<file path="src/rtl/dccm_arb_pkg.sv">
// Shared types and constants for the DCCM arbiter slice.
// Request fields are sized for the default 32-bit data / 16-bit address build.
package dccm_arb_pkg;

  localparam int STARVE_CNT_W = 4;
  localparam int DCCM_XLEN    = 32;
  localparam int DCCM_AW      = 16;

  typedef enum logic {ARB_LSU_PRIO, ARB_DMA_FORCE} arb_state_e;
  typedef enum logic {OWN_LSU, OWN_DMA} arb_owner_e;

  typedef struct packed {
    logic                   we;
    logic [DCCM_AW-1:0]     addr;
    logic [DCCM_XLEN-1:0]   wdata;
    logic [DCCM_XLEN/8-1:0] wmask;
  } dccm_req_t;

  // Reads must never present byte enables to the macro.
  function automatic dccm_req_t req_gate(input dccm_req_t r);
    dccm_req_t g;
    g = r;
    if (!r.we) g.wmask = '0;
    return g;
  endfunction

endpackage

</file>
<file path="src/rtl/dccm_rsp_router.sv">
// Tracks the owner of the last accepted read and steers the
// one-cycle-latency DCCM read data back to that requester.
module dccm_rsp_router
  import dccm_arb_pkg::*;
#(
  parameter int XLEN = 32
) (
  input  logic            clk,
  input  logic            rst_n,
  input  logic            rd_acc,
  input  arb_owner_e      rd_owner,
  input  logic [XLEN-1:0] dccm_rdata,
  output logic            lsu_rsp_valid,
  output logic [XLEN-1:0] lsu_rsp_rdata,
  output logic            dma_rsp_valid,
  output logic [XLEN-1:0] dma_rsp_rdata
);

  logic       rsp_pend_q;
  arb_owner_e rsp_owner_q;

  always_ff @(posedge clk) begin
    if (!rst_n) begin
      rsp_pend_q  <= 1'b0;
      rsp_owner_q <= OWN_LSU;
    end else begin
      rsp_pend_q  <= rd_acc;
      rsp_owner_q <= rd_owner;
    end
  end

  // Gating with rst_n drops a response whose read was accepted just before reset.
  assign lsu_rsp_valid = rst_n & rsp_pend_q & (rsp_owner_q == OWN_LSU);
  assign dma_rsp_valid = rst_n & rsp_pend_q & (rsp_owner_q == OWN_DMA);

  assign lsu_rsp_rdata = lsu_rsp_valid ? dccm_rdata : '0;
  assign dma_rsp_rdata = dma_rsp_valid ? dccm_rdata : '0;

endmodule

</file>
<file path="src/rtl/dccm_arbiter.sv">
// Single-port DCCM arbiter: LSU fixed priority with a starvation escape
// that forces one DMA grant after STARVE_LIMIT consecutive LSU wins.
//
// state         | meaning
// --------------+-------------------------------------------
// ARB_LSU_PRIO  | LSU wins any conflict (reset state)
// ARB_DMA_FORCE | DMA wins the conflict for one acceptance
module dccm_arbiter
  import dccm_arb_pkg::*;
#(
  parameter int XLEN         = 32,
  parameter int DCCM_ADDR_W  = 16,
  parameter int STARVE_LIMIT = 4
) (
  input  logic                   clk,
  input  logic                   rst_n,

  input  logic                   lsu_req_valid,
  output logic                   lsu_req_ready,
  input  logic                   lsu_req_we,
  input  logic [DCCM_ADDR_W-1:0] lsu_req_addr,
  input  logic [XLEN-1:0]        lsu_req_wdata,
  input  logic [XLEN/8-1:0]      lsu_req_wmask,
  output logic                   lsu_rsp_valid,
  output logic [XLEN-1:0]        lsu_rsp_rdata,

  input  logic                   dma_req_valid,
  output logic                   dma_req_ready,
  input  logic                   dma_req_we,
  input  logic [DCCM_ADDR_W-1:0] dma_req_addr,
  input  logic [XLEN-1:0]        dma_req_wdata,
  input  logic [XLEN/8-1:0]      dma_req_wmask,
  output logic                   dma_rsp_valid,
  output logic [XLEN-1:0]        dma_rsp_rdata,

  output logic                   dccm_en,
  output logic                   dccm_we,
  output logic [DCCM_ADDR_W-1:0] dccm_addr,
  output logic [XLEN-1:0]        dccm_wdata,
  output logic [XLEN/8-1:0]      dccm_wmask,
  input  logic [XLEN-1:0]        dccm_rdata,

  output logic [15:0]            starve_events
);

  localparam logic [STARVE_CNT_W-1:0] LIMIT = STARVE_CNT_W'(STARVE_LIMIT);

  arb_state_e              state_q, state_d;
  logic [STARVE_CNT_W-1:0] starve_cnt_q, starve_cnt_d;
  logic [15:0]             starve_events_q;
  logic                    lsu_gnt, dma_gnt;
  dccm_req_t               lsu_req, dma_req, gnt_req;

  // FSM: state register
  always_ff @(posedge clk) begin
    if (!rst_n) state_q <= ARB_LSU_PRIO;
    else        state_q <= state_d;
  end

  // FSM: next state. Switching on the edge where the count reaches the
  // limit lets DMA win the very next cycle after STARVE_LIMIT LSU wins.
  always_comb begin
    state_d = state_q;
    case (state_q)
      ARB_LSU_PRIO:
        if (dma_req_valid && (starve_cnt_d == LIMIT)) state_d = ARB_DMA_FORCE;
      ARB_DMA_FORCE:
        if (dma_gnt || !dma_req_valid) state_d = ARB_LSU_PRIO;
      default:
        state_d = ARB_LSU_PRIO;
    endcase
  end

  // FSM: outputs (grants)
  always_comb begin
    lsu_gnt = 1'b0;
    dma_gnt = 1'b0;
    if (rst_n) begin
      case (state_q)
        ARB_DMA_FORCE: begin
          dma_gnt = dma_req_valid;
          lsu_gnt = lsu_req_valid & ~dma_req_valid;
        end
        default: begin
          lsu_gnt = lsu_req_valid;
          dma_gnt = dma_req_valid & ~lsu_req_valid;
        end
      endcase
    end
  end

  assign lsu_req_ready = lsu_gnt;
  assign dma_req_ready = dma_gnt;

  always_comb begin
    starve_cnt_d = starve_cnt_q;
    if (dma_gnt || !dma_req_valid)
      starve_cnt_d = '0;
    else if (lsu_gnt && (starve_cnt_q != '1))
      starve_cnt_d = starve_cnt_q + 1'b1;
  end

  always_ff @(posedge clk) begin
    if (!rst_n) begin
      starve_cnt_q    <= '0;
      starve_events_q <= '0;
    end else begin
      starve_cnt_q <= starve_cnt_d;
      if (dma_gnt && (state_q == ARB_DMA_FORCE) && lsu_req_valid &&
          (starve_events_q != 16'hFFFF))
        starve_events_q <= starve_events_q + 16'd1;
    end
  end

  assign starve_events = starve_events_q;

  assign lsu_req = '{we: lsu_req_we, addr: lsu_req_addr,
                     wdata: lsu_req_wdata, wmask: lsu_req_wmask};
  assign dma_req = '{we: dma_req_we, addr: dma_req_addr,
                     wdata: dma_req_wdata, wmask: dma_req_wmask};

  always_comb begin
    gnt_req = '0;
    if (lsu_gnt)      gnt_req = req_gate(lsu_req);
    else if (dma_gnt) gnt_req = req_gate(dma_req);
  end

  assign dccm_en    = lsu_gnt | dma_gnt;
  assign dccm_we    = gnt_req.we;
  assign dccm_addr  = gnt_req.addr;
  assign dccm_wdata = gnt_req.wdata;
  assign dccm_wmask = gnt_req.wmask;

  dccm_rsp_router #(
    .XLEN (XLEN)
  ) u_rsp_router (
    .clk           (clk),
    .rst_n         (rst_n),
    .rd_acc        (dccm_en & ~dccm_we),
    .rd_owner      (dma_gnt ? OWN_DMA : OWN_LSU),
    .dccm_rdata    (dccm_rdata),
    .lsu_rsp_valid (lsu_rsp_valid),
    .lsu_rsp_rdata (lsu_rsp_rdata),
    .dma_rsp_valid (dma_rsp_valid),
    .dma_rsp_rdata (dma_rsp_rdata)
  );

endmodule
</file>
<file path="config.mk">
export PLATFORM = sky130hd
export DESIGN_NAME = dccm_arbiter
export DESIGN_NICKNAME = d
export VERILOG_FILES = /design/src/rtl/dccm_arb_pkg.sv /design/src/rtl/dccm_rsp_router.sv /design/src/rtl/dccm_arbiter.sv
export SDC_FILE = /design/constraint.sdc
export NUM_CORES = 1
export LEC_CHECK = 0
export ABC_AREA = 1
export CAP_MARGIN = 20
export CORE_AREA = 2 2 109 111
export CTS_CLUSTER_SIZE = 10
export DETAILED_ROUTE_END_ITERATION = 10
export DIE_AREA = 0 0 111 113
export HOLD_SLACK_MARGIN = 0.03
export MAX_ROUTING_LAYER = met4
export PLACE_DENSITY = 0.67
export SYNTH_ARGS = -nofsm -noshare
export SYNTH_HDL_FRONTEND = slang
export SYNTH_SLANG_ARGS = --single-unit
</file>
<file path="constraint.sdc">
create_clock -name clk -period 2.1 [get_ports clk]
set_input_delay 0.42 -clock clk [delete_from_list [all_inputs] [get_ports clk]]
set_output_delay 0.42 -clock clk [all_outputs]
set_load 0.01 [all_outputs]
</file>
==> impl_metrics.env <==
export IMPL_rows=39
export IMPL_hold_class="reg2reg"
export IMPL_io_pin_count=280
export IMPL_drt_iter0_markers=160
export IMPL_skew_ns=0.00733
export IMPL_ir_worst_vdd_v=0.000253
export IMPL_place_gp_congestion=0.912
export IMPL_power_density_mw_per_mm2=286
export IMPL_cp_slowest_cell="clkdlybuf4s50_1"
export IMPL_cp_data_required_time_ns=1.68
export IMPL_ys_warn_count=0
export IMPL_worstMarginPinSlew_ns=0.409
export IMPL_syn_nets=527
export IMPL_synth_most_common_cell="nor2_1"
export IMPL_worstSetupPathType="in2out"
export IMPL_relSlewSlack_pct=72.5
export IMPL_synthCells=383
export IMPL_netlist_top_cells_count="nor2_1 (94), nand2_1 (63), inv_1 (57)"
export IMPL_die_area_mm2=0.0125
export IMPL_drv_cap=0
export IMPL_cts_tree="done"
export IMPL_tns_ns=0
export IMPL_syn_area_mm2=0.00228
export IMPL_setup_viol=0
export IMPL_clockBufferDepth=2
export IMPL_critPathMaxFanout=33
export IMPL_start_kind="input pin"
export IMPL_cts_made_buffers=3
export IMPL_clkTransAtPathRegs_ns=0.06
export IMPL_die_h_um=113
export IMPL_grt_start_max_net_pins=34
export IMPL_ys_async_sr_fraction_pct=0
export IMPL_fin_util_pct=48.3
export IMPL_synth_area_leaders="dfxtp_1 (20%), a22o_1 (18%), nor2_1 (15%), nand2_1 (10%), inv_1 (9.4%)"
export IMPL_synth_seq_cells=23
export IMPL_placed_area_mm2=0.00533
export IMPL_track_usage_pct=20.7
export IMPL_finalCritPeriodShare_pct=99.6
export IMPL_drc=0
export IMPL_wl_per_cell_um=16.4
export IMPL_hold_viol_final=0
export IMPL_clock_latency_ns=0.26
export IMPL_fin_area_mm2=0.00545
export IMPL_synth_top_cell_area_share_pct=20.2
export IMPL_crit_path_end_kind="primary output"
export IMPL_coreArea_mm2=0.0113
export IMPL_p_leak_uw=0.00302
export IMPL_drtPass1Iterations=5
export IMPL_crit_chain="clkdlybuf4s15_2 > nand3_1 > buf_12 > nor2_1 > clkdlybuf4s50_1"
export IMPL_drv_slew=0
export IMPL_fill_cells=1120
export IMPL_synth_edf_count=0
export IMPL_fin_crit_ns=2.09
export IMPL_die_width_um=111
export IMPL_grt_pass1_wl_um=20100
export IMPL_dp_hpwl_um=10700
export IMPL_fmax_mhz=478
export IMPL_start_util_pct=20.2
export IMPL_hold_buffers=0
export IMPL_yosysSeqAreaShare_pct=20.2
export IMPL_ant_nets=0
export IMPL_synth_cell_type_count=28
export IMPL_grt_pass1_vias=3737
export IMPL_cts_htree_levels=1
export IMPL_clock_sinks=23
export IMPL_yosysTopAreaCell="dfxtp_1"
export IMPL_drive_above_1_share_pct=14.5
export IMPL_port_buffers=279
export IMPL_grt_antenna_before_repair=2
export IMPL_status="complete, no violations"
export IMPL_final_nets=821
export IMPL_drt_wl_total_um=13500
export IMPL_grt_overflow_total=0
export IMPL_root_buffer="clkbuf_16"
export IMPL_yosys_most_used_dff="dfxtp_1"
export IMPL_cpPeakStageDelay_ns=0.56
export IMPL_synth_avg_cell_area_um2=5.96
export IMPL_crit_arrival_ns=1.67
export IMPL_routed_via_density=4.56
export IMPL_vias=3752
export IMPL_area_growth_syn_to_layout_pct=139
cells by family after synthesis:
| kind of cell | synth area share, % |
|---|---|
| AO/OA/AOI/OAI | 24.3 |
| adder cells (fa/ha/maj) | 1.10 |
| buffers and inverters | 14.3 |
| AND/OR/NAND/NOR | 37.8 |
| flip-flops | 20.2 |
| XOR/XNOR | 2.30 |
worst paths after layout:
check	endpoint	cells past startpoint	slack [ns]	start
min reg2reg	starve_events[0]	2	0.54	starve_events[0]
max	dma_rsp_rdata[9]	5	0.008	rst_n
max reg2reg	starve_events[10]	6	0.49	starve_events[0]
min	starve_events[0]	2	0.54	starve_events[0]
through the flow:
step / hold WS (ns) / instances / setup WS [ns] / power, uW
after floorplan: 0.499 / 383 / 0.330 / 659
after global placement: 0.527 / 803 / -0.579 / 1170
after detailed placement: 0.538 / 803 / -0.580 / 1180
after CTS: 0.546 / 819 / 0.000695 / 1580
after global routing: 0.577 / 821 / -0.0432 / 1630
final: 0.543 / 822 / 0.00782 / 1560
power by group:
| part | switching (uW) | internal, uW | total (uW) |
|---|---|---|---|
| clock network | 154 | 259 | 413 |
| registers | 2.78 | 440 | 443 |
| logic | 270 | 431 | 700 |
| total | 427 | 1130 | 1560 |
placed cells by master, fill, tap and decap left out, drive strengths merged:
cell type	count
o21ai	5
a21oi	15
nand3	30
buf	51
dlymetal6s2s	25
and2	1
nor2	97
clkbuf	29
xor2	3
bufbuf	1
a22o	48
clkdlybuf4s50	164
inv	57
diode	3
nand2	67
dlygate4sd2	34
clkdlybuf4s15	10
dfxtp	23
nand4	6
a21boi	2
nor3	3
xnor2	3
ha	2
timing repair:
| action | 4_1_cts | 5_1_grt |
|---|---|---|
| endpoints found under the hold margin | 0 | 0 |
| endpoints found under the setup margin | 122 | 66 |
| resized for setup | 166 | 84 |
| pin swaps | 2 | 0 |
| cloned | 5 | 0 |
| buffers inserted | 7 | 0 |
registers in the layout, indices dropped and copies added (netlist names):
register                  cells
starve_cnt_q                  4
starve_events                16
state_q                       1
u_rsp_router.rsp_owner_q      1
u_rsp_router.rsp_pend_q       1
per-layer routing:
layer | track usage (%) | part of all wire, % | vias to the layer above
met5 | - | 0 | -
met4 | 5.25 | 2.3 | 0
met3 | 3.32 | 6.7 | 19
met2 | 38.3 | 51 | 188
met1 | 23.4 | 40 | 1710
li1 | - | - | 1835
critical path: cells and delay by family:
kind / cells / cell delay, ns
buffers and inverters: 3 / 0.98
AND/OR/NAND/NOR: 2 / 0.26
final cells by class:
class | instances | area (um^2) | area share, %
clock buffers | 4 | 78.8 | 1.45
well taps | 143 | 179 | 3.28
repair buffers | 310 | 3000 | 55.1
inverters | 57 | 214 | 3.93
multi-input cells | 282 | 1510 | 27.6
diodes | 3 | 7.51 | 0.138
flip-flops and latches | 23 | 460 | 8.45
No activity file was read; power rests on OpenSTA's default activity.
